<file path="src/rtl/reg_file_wb_port.sv">
// Writeback-side register file: formats the selected writeback source, registers it in a one-entry
// WB stage, commits it to a 32-entry array and serves two read ports. Define REG_FILE_BYPASS_EN for WB-stage bypass.
module reg_file_wb_port #(
    parameter int NUM_REGS      = 32,
    parameter int ADDR_WIDTH    = 5,
    parameter int BYTE_SIGN_EXT = 1
) (
    input  logic                  clock,
    input  logic                  reset,
    input  logic                  w_wb_valid,
    input  logic [1:0]            w_wdata_ctrl_in_2,
    input  logic [ADDR_WIDTH-1:0] w_waddr_5,
    input  logic [31:0]           w_mem_rdata_32,
    input  logic [1:0]            w_mem_addr_lo_2,
    input  logic [31:0]           w_imm_32,
    input  logic [31:0]           w_alu_result_32,
    input  logic [ADDR_WIDTH-1:0] w_raddr_a_5,
    input  logic [ADDR_WIDTH-1:0] w_raddr_b_5,
    output logic [31:0]           w_rdata_a_32,
    output logic [31:0]           w_rdata_b_32,
    output logic                  w_raw_hazard_out,
    output logic                  w_commit_valid,
    output logic [ADDR_WIDTH-1:0] w_commit_addr_5,
    output logic [31:0]           w_commit_data_32
);

    function automatic logic [31:0] fmt_wdata(
        input logic [1:0]  sel,
        input logic [31:0] mem,
        input logic [1:0]  lo,
        input logic [31:0] imm,
        input logic [31:0] alu
    );
        logic [7:0]  b;
        logic [31:0] res;
        // Big-endian byte lanes: offset 0 is the most significant byte.
        case (lo)
            2'b00:   b = mem[31:24];
            2'b01:   b = mem[23:16];
            2'b10:   b = mem[15:8];
            default: b = mem[7:0];
        endcase
        case (sel)
            2'b00:   res = mem;
            2'b01:   res = (BYTE_SIGN_EXT != 0) ? {{24{b[7]}}, b} : {24'h000000, b};
            2'b10:   res = imm;
            default: res = alu;
        endcase
        return res;
    endfunction

    logic [31:0]           wdata_p0;
    logic                  vld_p1;
    logic [ADDR_WIDTH-1:0] waddr_p1;
    logic [31:0]           wdata_p1;
    logic                  vld_p2;
    logic [ADDR_WIDTH-1:0] waddr_p2;
    logic [31:0]           wdata_p2;
    logic [31:0]           regs [NUM_REGS];

    assign wdata_p0 = fmt_wdata(w_wdata_ctrl_in_2, w_mem_rdata_32, w_mem_addr_lo_2,
                                w_imm_32, w_alu_result_32);

    // Stage 1: WB register; writes to register 0 are dropped and data only loads on a request.
    always_ff @(posedge clock or negedge reset) begin
        if (!reset) begin
            vld_p1   <= 1'b0;
            waddr_p1 <= '0;
            wdata_p1 <= '0;
        end else begin
            vld_p1 <= w_wb_valid && (w_waddr_5 != '0);
            if (w_wb_valid) begin
                waddr_p1 <= w_waddr_5;
                wdata_p1 <= wdata_p0;
            end
        end
    end

    // Stage 2: array write plus registered commit report.
    always_ff @(posedge clock or negedge reset) begin
        if (!reset) begin
            vld_p2   <= 1'b0;
            waddr_p2 <= '0;
            wdata_p2 <= '0;
            for (int i = 0; i < NUM_REGS; i++) begin
                regs[i] <= '0;
            end
        end else begin
            vld_p2 <= vld_p1;
            if (vld_p1) begin
                regs[waddr_p1] <= wdata_p1;
                waddr_p2       <= waddr_p1;
                wdata_p2       <= wdata_p1;
            end
        end
    end

    assign w_commit_valid   = vld_p2;
    assign w_commit_addr_5  = waddr_p2;
    assign w_commit_data_32 = wdata_p2;

`ifdef REG_FILE_BYPASS_EN
    assign w_rdata_a_32 = (w_raddr_a_5 == '0) ? 32'h0 :
                          (vld_p1 && (waddr_p1 == w_raddr_a_5)) ? wdata_p1 : regs[w_raddr_a_5];
    assign w_rdata_b_32 = (w_raddr_b_5 == '0) ? 32'h0 :
                          (vld_p1 && (waddr_p1 == w_raddr_b_5)) ? wdata_p1 : regs[w_raddr_b_5];
    assign w_raw_hazard_out = 1'b0;
`else
    assign w_rdata_a_32 = (w_raddr_a_5 == '0) ? 32'h0 : regs[w_raddr_a_5];
    assign w_rdata_b_32 = (w_raddr_b_5 == '0) ? 32'h0 : regs[w_raddr_b_5];
    // Decode stalls one cycle while the pending write is not yet visible in the array.
    assign w_raw_hazard_out = vld_p1 &&
                              (((w_raddr_a_5 != '0) && (w_raddr_a_5 == waddr_p1)) ||
                               ((w_raddr_b_5 != '0) && (w_raddr_b_5 == waddr_p1)));
`endif

endmodule

</file>
<file path="config.mk">
export PLATFORM = sky130hd
export DESIGN_NAME = reg_file_wb_port
export DESIGN_NICKNAME = d
export VERILOG_FILES = /design/src/rtl/reg_file_wb_port.sv
export SDC_FILE = /design/constraint.sdc
export NUM_CORES = 2
export LEC_CHECK = 0
export BUFFER_PORTS_ARGS = -buffer_cell sky130_fd_sc_hd__buf_2
export CAP_MARGIN = 20
export CORE_UTILIZATION = 45
export CTS_CLUSTER_SIZE = 20
export DETAILED_ROUTE_END_ITERATION = 10
export PLACE_DENSITY_LB_ADDON = 0.1
export SYNTH_ARGS = -nofsm -noshare
export SYNTH_HDL_FRONTEND = slang
export SYNTH_SLANG_ARGS = --single-unit
export TNS_END_PERCENT = 30
</file>
<file path="constraint.sdc">
create_clock -name clock -period 4.5 [get_ports clock]
set_input_delay 0.225 -clock clock [delete_from_list [all_inputs] [get_ports clock]]
set_output_delay 0.225 -clock clock [all_outputs]
set_load 0.01 [all_outputs]
</file>
== Word-level counts from Yosys, hierarchy flattened ==
Index checks and enable logic that the tools add are counted.

* $add $sub $neg: 0
* Multipliers: 0
* Div/mod/pow operators: 0
* Magnitude comparators: 4
* Equality and inequality tests: 6
* Shifts and indexed selects: 0
* Mux-type cells: 13
* Bitwise logic cells: 3
* Reduce and logical (&&, ||, !) cells: 13

{| class="wikitable"
|+ Operator list
! cell !! number
|-
| $bwmux 1024 || 1
|-
| $bmux 32 s5 || 2
|-
| $mux 32 || 7
|-
| $demux 32 s5 || 1
|-
| $pmux 32 s3 || 1
|-
| $pmux 8 s3 || 1
|-
| $ge 6x6->1 const B || 3
|-
| $not 5->6 || 3
|-
| $reduce_bool 5->1 || 3
|-
| $eq 5x5->1 || 2
|-
| $logic_not 5->1 || 2
|-
| $lt 6x1->1 const B || 1
|-
| $logic_and 1x1->1 || 5
|-
| $eq 2x1->1 const B || 2
|-
| $eq 2x2->1 const B || 2
|-
| $logic_not 2->1 || 2
|-
| $logic_or 1x1->1 || 1
|}

* Register bits: 1,100
* Latch bits: 0
* RAM bits: 0
* Memory bits (read-only): 0
* Bits of input ports: 118
* Output and inout bits: 103
* Word-level logic and storage cells: 77
* Memories kept: 0

== Depth between registers and ports, before layout ==
* Depth after elaboration: 6
* Gate-level depth with buffers: 9

== Worst setup path before layout ==
Ideal clock, no wire load.

* Path kind: in2out
* Start: in w_raddr_b_5[1]
* End: out w_rdata_b_32[19]
* Arrival: 1,802 ps
* Data required time: 4,275 ps
* Setup slack: 2,473 ps
* Stages: 7
* Path buffers: 3
* Path through: buf_2 > buf_6 > buf_2 > mux4_2 > mux2i_1 > nor2_1 > a211o_1

* Longest elaborated chain between the ends: 5
* Elaborated cells between the ends (all ways): 6

{| class="wikitable"
|+ Ends and longest elaborated chain
! item !! line !! RTL
|-
| start: declaration || 18 || <nowiki>input logic [ADDR_WIDTH-1:0] w_raddr_b_5,</nowiki>
|-
| $not 5->6 (not written as such) || 110 || <nowiki>assign w_rdata_b_32 = (w_raddr_b_5 == '0) ? 32'h0 : regs[w_raddr_b_5];</nowiki>
|-
| $bmux 32 s5 || 110 ||
|-
| $mux 32 (not written as such) (2 in series) || 110 ||
|-
| $mux 32 * || 110 ||
|-
| end: declaration || 20 || <nowiki>output logic [31:0] w_rdata_b_32,</nowiki>
|}

Every way passes the cells marked *; elsewhere a longest branch is shown, timed or not. The select of a mux whose other input is x is not followed.

== Worst setup path after layout ==
* Start: in w_raddr_a_5[3]
* End: out w_rdata_a_32[28]

* Longest elaborated chain between the ends: 5
* Elaborated cells between the ends (all ways): 6

{| class="wikitable"
|+ Ends and longest elaborated chain
! item !! line !! RTL
|-
| start: declaration || 17 || <nowiki>input logic [ADDR_WIDTH-1:0] w_raddr_a_5,</nowiki>
|-
| $not 5->6 (not written as such) || 109 || <nowiki>assign w_rdata_a_32 = (w_raddr_a_5 == '0) ? 32'h0 : regs[w_raddr_a_5];</nowiki>
|-
| $bmux 32 s5 || 109 ||
|-
| $mux 32 (not written as such) (2 in series) || 109 ||
|-
| $mux 32 * || 109 ||
|-
| end: declaration || 19 || <nowiki>output logic [31:0] w_rdata_a_32,</nowiki>
|}

Marks and branches as above.

==> results.ini <==
[grt]
grt-ovfl-total=0
first_global_vias=39440
grt_pass1_wl_microns=286600
antenna_found_initial=9
grt_max_degree=112
track_usage_pct=30.26

[drt]
drtAntennaViolNets=0
firstDrtPassIters=5
drc_errors=0
vias_per_cell=6.439
routed_wl_microns=197300
route.vias.total=38430
drt_iter0_markers=3022
wl_per_cell_microns=33.05

[timing]
worstMarginPinSlew_ps=1180
maxSlewViolCount=0
hold_viol_final=0
holdWs_ps=110.6
clock_skew_ps=28.36
timing.fmax_ghz=0.2828
relSlewSlack_pct=20.95
post-route-min-period_ps=3537
rsz0062_at_grt=no
setup_ws_ps=963.5
setup_tns_ps=0
finalSetupViolations=0
post-route-period-util_pct=78.59

[floorplan]
die_area_sq_mm=0.1312
ios=221
core_area_sq_mm=0.1282
dieWidth_microns=362.2
die_y_microns=362.2
start_util_pct=45.56
num_rows=131

[clock_tree]
root_buffer=clkbuf_16
post-cts-setup-buffer-count=0
worst_skew_pair.late_latency_ps=750
h-tree-depth=3
clockBufferDepth=3
cts_buffers=121
cts_tree=done
clk_pin_slew_ps=60
clock_sinks=1100

[placed_design]
hpwl_microns=120800
placed_area_sq_mm=0.06160
gp_congestion=0.8690
post-place-cells=5663
io_buffers=220
preCtsSetupSlack_ps=987.0

[power]
p_seq_share_pct=44.0
combPwrFrac_pct=24.9
p_leak_nw=29.87
p_clk_share_pct=31.1
p_int_mw=24.31
power_mw=34.22
netSwitchingFraction_pct=28.97
powerDensity_mw_per_mm2=512.4
peakVddDrop_mv=0.4166
p_switching_mw=9.912

[finish]
finalNetCount=4258
layout_common_cells=1,098 x dfrtp_1, 1,089 x mux2_2, 415 x mux4_2, 250 x mux2i_1, 212 x buf_2
regArea_sq_mm=0.02753
multi_input_area_sq_mm=0.02890
layout_commonest_cell=dfrtp_1
final-instance-count-excl-fill=5968
final_util_pct=52.10
syn_to_final_growth_pct=14.36
drive_gt1_share_pct=50.50
design_area_sq_mm=0.06678
fillCellCount=10990

[worst_setup_path]
end_kind=output pin
critPathArrivalTime_ps=3310
required_ps=4280
worstPathMaxFanout=35
start_kind=primary input
path_class=in -> out

[synthesis]
synthAdderAreaFrac_pct=0
synth_edf_count=0
syn_area_per_cell_sq_um=14.66
synth_cell_types=45
yosysWarnings=0
syn_area_sq_mm=0.05840
synth_xor_area_share_pct=0.1500
synth-simple-area-share_pct=1.896
muxShareOfSynthArea_pct=41.44
synthFlopType=dfrtp_1
ys_seq_elements=1100
ys_seq_area_share_pct=47.14
synth_top_family_by_area=multiplexers
async_reset_ff_share_pct=100.0
synth_nets=4101
synth_cells=3983
synth_compound_area_share_pct=5.556

[flow_run]
maxCapViolCount=0

[run_status]
outcome=completed

[min_path]
hp-class=in -> async

==> area by class of cell <==
| class | count | share of cell area, % |
|---|---|---|
| clock buffers | 180 | 5.467 |
| diodes | 1 | 0.003747 |
| clock inverters | 41 | 0.9236 |
| multi-input cells | 2428 | 43.27 |
| flip-flops and latches | 1100 | 41.22 |
| well taps | 1729 | 3.239 |
| repair buffers | 462 | 5.720 |
| inverters | 27 | 0.1518 |
==> flip-flops by register name (all words and copies together), names as in the netlist <==
name / count
regs: 1024
w_commit_data_32: 32
wdata_p1: 32
w_commit_addr_5: 5
waddr_p1: 5
vld_p1: 1
w_commit_valid: 1
==> power groups by stage <==
stage          Clock [mW]  Combinational [mW]  Sequential, mW
2_1_floorplan           0                6.39            14.3
3_3_place_gp            0                8.23            15.1
3_5_place_dp            0                8.38            15.2
4_1_cts              10.8                8.49            15.0
5_1_grt              11.2                9.12            15.4
6_report             10.6                8.52            15.1
==> critical path: stages <==
cell and delay, ps:
buf_2 540, or3b_4 900, buf_4 400, o22ai_1 130
a2111oi_0 660, nor3_1 220, buf_2 210
==> synth_stat cells, drive strengths merged (3+ instances only) <==
cell | instances | share of area (%)
a2111oi | 27 | 0.40
a211o | 24 | 0.36
a211oi | 49 | 0.63
a21oi | 34 | 0.29
a221oi | 55 | 0.82
a22o | 63 | 0.94
a22oi | 10 | 0.13
a311oi | 4 | 0.060
a31oi | 5 | 0.054
buf | 225 | 2.3
clkbuf | 203 | 1.3
dfrtp | 1100 | 47
inv | 27 | 0.17
mux2 | 1097 | 21
mux2i | 250 | 4.3
mux4 | 415 | 16
nand2 | 81 | 0.52
nand2b | 3 | 0.032
nand3 | 8 | 0.069
nand3b | 4 | 0.051
nor2 | 72 | 0.48
nor2b | 22 | 0.24
nor3 | 25 | 0.21
nor3b | 4 | 0.051
nor4 | 10 | 0.11
o21a | 26 | 0.33
o21ai | 3 | 0.026
o221ai | 28 | 0.42
o22ai | 51 | 0.55
o2bb2ai | 14 | 0.21
o31ai | 25 | 0.32
xnor2 | 6 | 0.090
xor2 | 4 | 0.060
==> cell families (layout without fill, tap and decap cells) <==
logic type             Yosys count  in the layout
buffers and inverters          455            710
AND/OR/NAND/NOR                238            238
other                            0              1
AO/OA/AOI/OAI                  418            418
XOR/XNOR                        10             10
multiplexers                  1762           1762
flip-flops                    1100           1100
==> worst paths after layout <==
path                                            from              endpoint  slack (ps)  cells past startpoint
worst max-delay path                  w_raddr_a_5[3]      w_rdata_a_32[28]         960                      7
max in group asynchronous                      reset             regs[137]        3030                      3
worst min register to register  w_commit_data_32[26]  w_commit_data_32[26]         500                      1
worst min-delay path                           reset            regs[1014]         110                      2
min in group clock                      w_waddr_5[4]                vld_p1         300                      4
worst max register to register                vld_p1             regs[747]        1280                      3
==> timing repair <==
item	in CTS	in global routing
hold buffers	78	0
resized for setup	0	0
hold endpoints to repair	115	0
==> routing by layer <==
metal,up-vias,track usage [%],wire length [microns]
met1,21080,41.16,83550
met3,322,4.982,11310
li1,15740,-,-
met5,-,0,37
met2,1282,49.64,95780
met4,6,9.432,6580
Note: power is estimated with default switching activity, not from simulation.
